`src/rtl/out_interlace_ctrl.sv`:
```
// rtl/out_interlace_ctrl.sv - two-branch bit FIFOs interlaced onto one serial X,Y,X,Y output
module out_interlace_ctrl #(
   parameter int DEPTH = 4,
   parameter int CNT_W = 16
) (
   input  logic             clk_100,
   input  logic             reset_N,
   input  logic             en,
   input  logic             x_in,
   input  logic             x_valid,
   output logic             x_ready,
   input  logic             y_in,
   input  logic             y_valid,
   output logic             y_ready,
   output logic             z,
   output logic             z_valid,
   output logic             z_is_x,
   output logic [CNT_W-1:0] pair_cnt
);

   localparam int AW = (DEPTH > 1) ? $clog2(DEPTH) : 1;
   localparam int OW = AW + 1;

   typedef enum logic [1:0] {IDLE, SEND_X, SEND_Y} state_t;

   state_t           state_q;
   logic [DEPTH-1:0] x_mem_q, y_mem_q;
   logic [AW-1:0]    x_wr_q, x_rd_q, y_wr_q, y_rd_q;
   logic [OW-1:0]    x_cnt_q, y_cnt_q, x_cnt_d, y_cnt_d;
   logic             z_q, z_valid_q, z_is_x_q;
   logic [CNT_W-1:0] pair_cnt_q;

   logic x_push, y_push, x_pop, y_pop, start_pair;
   logic x_head, y_head;

   assign x_ready = (x_cnt_q < OW'(DEPTH));
   assign y_ready = (y_cnt_q < OW'(DEPTH));
   assign x_push  = x_valid & x_ready;
   assign y_push  = y_valid & y_ready;
   assign x_head  = x_mem_q[x_rd_q];
   assign y_head  = y_mem_q[y_rd_q];

   // A pair only starts when both halves are already buffered, so SEND_X never lacks its Y.
   assign start_pair = en && (x_cnt_q != '0) && (y_cnt_q != '0)
                       && (state_q == IDLE || state_q == SEND_Y);
   assign x_pop = start_pair;
   assign y_pop = (state_q == SEND_X);

   always_comb begin
      x_cnt_d = x_cnt_q;
      y_cnt_d = y_cnt_q;
      case ({x_push, x_pop})
         2'b10:   x_cnt_d = x_cnt_q + OW'(1);
         2'b01:   x_cnt_d = x_cnt_q - OW'(1);
         default: x_cnt_d = x_cnt_q;
      endcase
      case ({y_push, y_pop})
         2'b10:   y_cnt_d = y_cnt_q + OW'(1);
         2'b01:   y_cnt_d = y_cnt_q - OW'(1);
         default: y_cnt_d = y_cnt_q;
      endcase
   end

   always_ff @(posedge clk_100) begin
      if (x_push) x_mem_q[x_wr_q] <= x_in;
      if (y_push) y_mem_q[y_wr_q] <= y_in;
   end

   always_ff @(posedge clk_100 or negedge reset_N) begin
      if (!reset_N) begin
         state_q    <= IDLE;
         x_wr_q     <= '0;
         x_rd_q     <= '0;
         y_wr_q     <= '0;
         y_rd_q     <= '0;
         x_cnt_q    <= '0;
         y_cnt_q    <= '0;
         z_q        <= 1'b0;
         z_valid_q  <= 1'b0;
         z_is_x_q   <= 1'b0;
         pair_cnt_q <= '0;
      end else begin
         if (x_push) x_wr_q <= x_wr_q + AW'(1);
         if (y_push) y_wr_q <= y_wr_q + AW'(1);
         if (x_pop)  x_rd_q <= x_rd_q + AW'(1);
         if (y_pop)  y_rd_q <= y_rd_q + AW'(1);
         x_cnt_q <= x_cnt_d;
         y_cnt_q <= y_cnt_d;

         case (state_q)
            SEND_X: begin
               state_q    <= SEND_Y;
               z_q        <= y_head;
               z_valid_q  <= 1'b1;
               z_is_x_q   <= 1'b0;
               pair_cnt_q <= pair_cnt_q + CNT_W'(1);
            end
            IDLE, SEND_Y: begin
               if (start_pair) begin
                  state_q   <= SEND_X;
                  z_q       <= x_head;
                  z_valid_q <= 1'b1;
                  z_is_x_q  <= 1'b1;
               end else begin
                  state_q   <= IDLE;
                  z_valid_q <= 1'b0;
               end
            end
            default: begin
               state_q   <= IDLE;
               z_valid_q <= 1'b0;
            end
         endcase
      end
   end

   assign z        = z_q;
   assign z_valid  = z_valid_q;
   assign z_is_x   = z_is_x_q;
   assign pair_cnt = pair_cnt_q;

endmodule

```
`config.mk`:
```
export PLATFORM = sky130hd
export DESIGN_NAME = out_interlace_ctrl
export DESIGN_NICKNAME = d
export VERILOG_FILES = /design/src/rtl/out_interlace_ctrl.sv
export SDC_FILE = /design/constraint.sdc
export NUM_CORES = 1
export LEC_CHECK = 0
export CORE_MARGIN = 10
export CORE_UTILIZATION = 40
export DETAILED_ROUTE_END_ITERATION = 6
export PLACE_DENSITY = 0.67
export SLEW_MARGIN = 20
export SYNTH_ARGS = -nofsm -noshare
export SYNTH_HDL_FRONTEND = slang
export SYNTH_SLANG_ARGS = --single-unit
```
`constraint.sdc`:
```
create_clock -name clk_100 -period 4.1 [get_ports clk_100]
set_input_delay 0.82 -clock clk_100 [delete_from_list [all_inputs] [get_ports clk_100]]
set_output_delay 0.82 -clock clk_100 [all_outputs]
set_load 0.02 [all_outputs]
```
==> flow_summary.json <==
{
  "die_w_um": 90.7,
  "drive_gt1_share_pct": 6.09,
  "initial_core_util_pct": 41.8,
  "layout_common_cells": "35 x dfrtp_1, 27 x clkdlybuf4s50_1, 19 x xnor2_1",
  "dpl_worst_slack_ns": 0.936,
  "finalSetupViolations": 0,
  "clock_sink_count": 43,
  "synth_seq_area_share_pct": 55.8,
  "synthesis.nets": 184,
  "synth_cell_types": 26,
  "dr.pass1.iters": 4,
  "status": "complete, no violations",
  "synth_top_area_share_pct": 43.8,
  "min_to": "pair_cnt[15]",
  "clockBufferDepth": 2,
  "cts-hold-fix-buffers": 0,
  "cp.required_ns": 4.32,
  "dp_hpwl_mm": 2.61,
  "gp_congestion": 0.767,
  "num_vias": 1205,
  "wl_per_cell_um": 13.3,
  "final_util_pct": 50.8,
  "cp_slowest_cell": "nor4b_2",
  "maxSlewHeadroom_pct": 48.1,
  "diodes": 0,
  "crit_arrival_ns": 3.06,
  "worst_pin_slew_ns": 0.776,
  "io_pins": 28,
  "grt_pass1_wl_mm": 6.01,
  "drtIter0Drc": 24,
  "ant_nets": 0,
  "r2r-end": "x_cnt_q[2]",
  "crit_path_end_kind": "flop",
  "power_density_nw_per_um2": 648,
  "areaGrowthSynthToFinish_pct": 21.5,
  "max_stage_delay_ns": 0.63,
  "timing.final.hold_violations": 0,
  "crit_chain": "clkdlybuf4s50_1 > nor4b_2 > ha_1 > inv_1 > fa_1 > xor2_1 > nor2_1 > xnor2_1",
  "totalWireLength_mm": 3.51,
  "max_freq_mhz": 352,
  "synth_largest_area_cell": "dfrtp_1",
  "setup_ws_ns": 1.26,
  "setup_tns_ns": 0,
  "port_buffers": 27,
  "fin_nets": 216,
  "drcViolationCount": 0,
  "hold_depth": 1,
  "final_common_cell": "dfrtp_1",
  "vdd_ir_drop_max_mv": 0.413,
  "grt_use_total_pct": 8.84,
  "r2r-start": "state_q[0]",
  "ys_ff_latch": 43,
  "yosys_warnings": 0,
  "die_area_um2": 8230,
  "crit_path_max_fanout": 8,
  "maxCapViolCount": 0,
  "grt_pass1_vias": 1264,
  "dieHeight_um": 90.7,
  "num_rows": 25,
  "cts_setup_buffers": 0,
  "netlist_area_um2": 2000,
  "cts_resized": 0,
  "root_buffer": "clkbuf_8",
  "rsz0062_at_grt": "false",
  "p_leak_uw": 0.00107,
  "grt_antenna_before_repair": 0,
  "worst_hold_startpoint": "pair_cnt[15]",
  "cts_tree": "done",
  "rr_worst_depth": 7,
  "grt_max_degree": 36,
  "start_kind": "input pin",
  "syn_area_per_cell_um2": 12.2,
  "numCtsBuffers": 5,
  "worstSetupPathType": "in -> reg",
  "reg2reg_setup_slack_ns": 1.69,
  "finClkSkew_ns": 0.00672,
  "htree_num_levels": 2,
  "post-route-min-period_ns": 2.84,
  "clk_latency_ns": 0.29,
  "drt-vias-per-instance": 4.56,
  "min_path_type": "reg -> reg",
  "cts.clk_slew.worst_paths_ns": 0.08,
  "syn_inst": 164,
  "drv_slew": 0,
  "fp.coreArea_um2": 4790,
  "synth.area.top_cells": "dfrtp_1 44%, edfxtp_1 12%, xnor2_1 8.3%, ha_1 6.9%, xor2_1 3.5%",
  "grt-ovfl-total": 0,
  "finalCritPeriodShare_pct": 69.3
}
## critical path, delay by kind of cell
kind          cells  cell delay [ns]
simple gates      2             0.75
fa+ha+maj         2             0.70
buf+inv           2             0.51
xor+xnor          2             0.27
## worst max path at each step
stage | startpoint | end | slack, ns | cells after the start
4_1_cts | en | x_cnt_q[2] | 1.25 | 8
3_5_place_dp | en | x_cnt_q[2] | 0.94 | 8
2_1_floorplan | en | x_cnt_q[2] | 1.72 | 7
5_1_grt | en | x_cnt_q[2] | 1.05 | 8
3_3_place_gp | en | x_cnt_q[2] | 1.15 | 8
6_report | en | x_cnt_q[2] | 1.26 | 8
## final cells by class
cell class / count / area [um^2]
timing repair buffer: 28 / 278
sequential: 43 / 1120
tap: 67 / 83.8
multi-input combinational: 102 / 812
inverter: 16 / 60.1
clock buffer: 6 / 72.6
clock inverter: 2 / 7.51
fill: 430 / 2360
## power breakdown
part | switching (uW) | total, uW | leakage (uW) | internal (uW)
Sequential | 118 | 692 | 0.000514 | 575
Clock | 140 | 256 | 0.0000403 | 116
Combinational | 319 | 626 | 0.000519 | 307
Total | 577 | 1570 | 0.00107 | 998
## stage by stage
step                      hold WS (ns)  std cells  area, um^2  power (uW)
after floorplan                  0.453        164        2000        1130
after global placement           0.458        256        2350        1300
after detailed placement         0.464        256        2350        1340
after CTS                        0.478        264        2430        1610
after global routing             0.522        264        2430        1700
final                            0.471        264        2430        1570
## synthesized netlist by cell type
cell       n
dfrtp_1   35
xnor2_1   19
inv_1     16
nand2_1   16
ha_1      11
and2_1     8
edfxtp_1   8
xor2_1     8
nand3_1    6
nor2_1     6
nor3_1     6
clkbuf_1   3
nor2b_1    3
o21ai_0    3
fa_1       2
mux4_2     2
nand2b_1   2
nand4_1    2
a21o_1     1
and4_1     1
mux2i_1    1
nand3b_4   1
nor3b_2    1
nor4_1     1
nor4_4     1
nor4b_2    1
## metal layers
metal  vias up  track usage (%)  share of wire [%]
met5         -                0                  0
met4         0             2.79                  0
met3         0             3.74                5.5
met2        27             14.3                 47
met1       583             10.3                 47
li1        595                -                  -
## kinds of logic (layout without fill, tap and decap cells)
logic type | Yosys count | count (layout) | synth area share [%]
xor gates and xnor gates | 27 | 27 | 11.8
and+or+nand+nor | 55 | 55 | 16.0
muxes | 3 | 3 | 2.75
AOI/OAI and AO/OA | 4 | 4 | 1.13
DFF | 43 | 43 | 55.8
buffers and inverters | 19 | 52 | 3.57
adders and majority gates | 13 | 13 | 8.89
## registers in the layout (all words and copies together), names as in the netlist, 2 cells and up
name      count
x_cnt_q       3
state_q       2
y_wr_q        2
x_mem_q       4
x_rd_q        2
x_wr_q        2
y_cnt_q       3
y_mem_q       4
y_rd_q        2
pair_cnt     16
No activity file was read; power rests on OpenSTA's default activity.
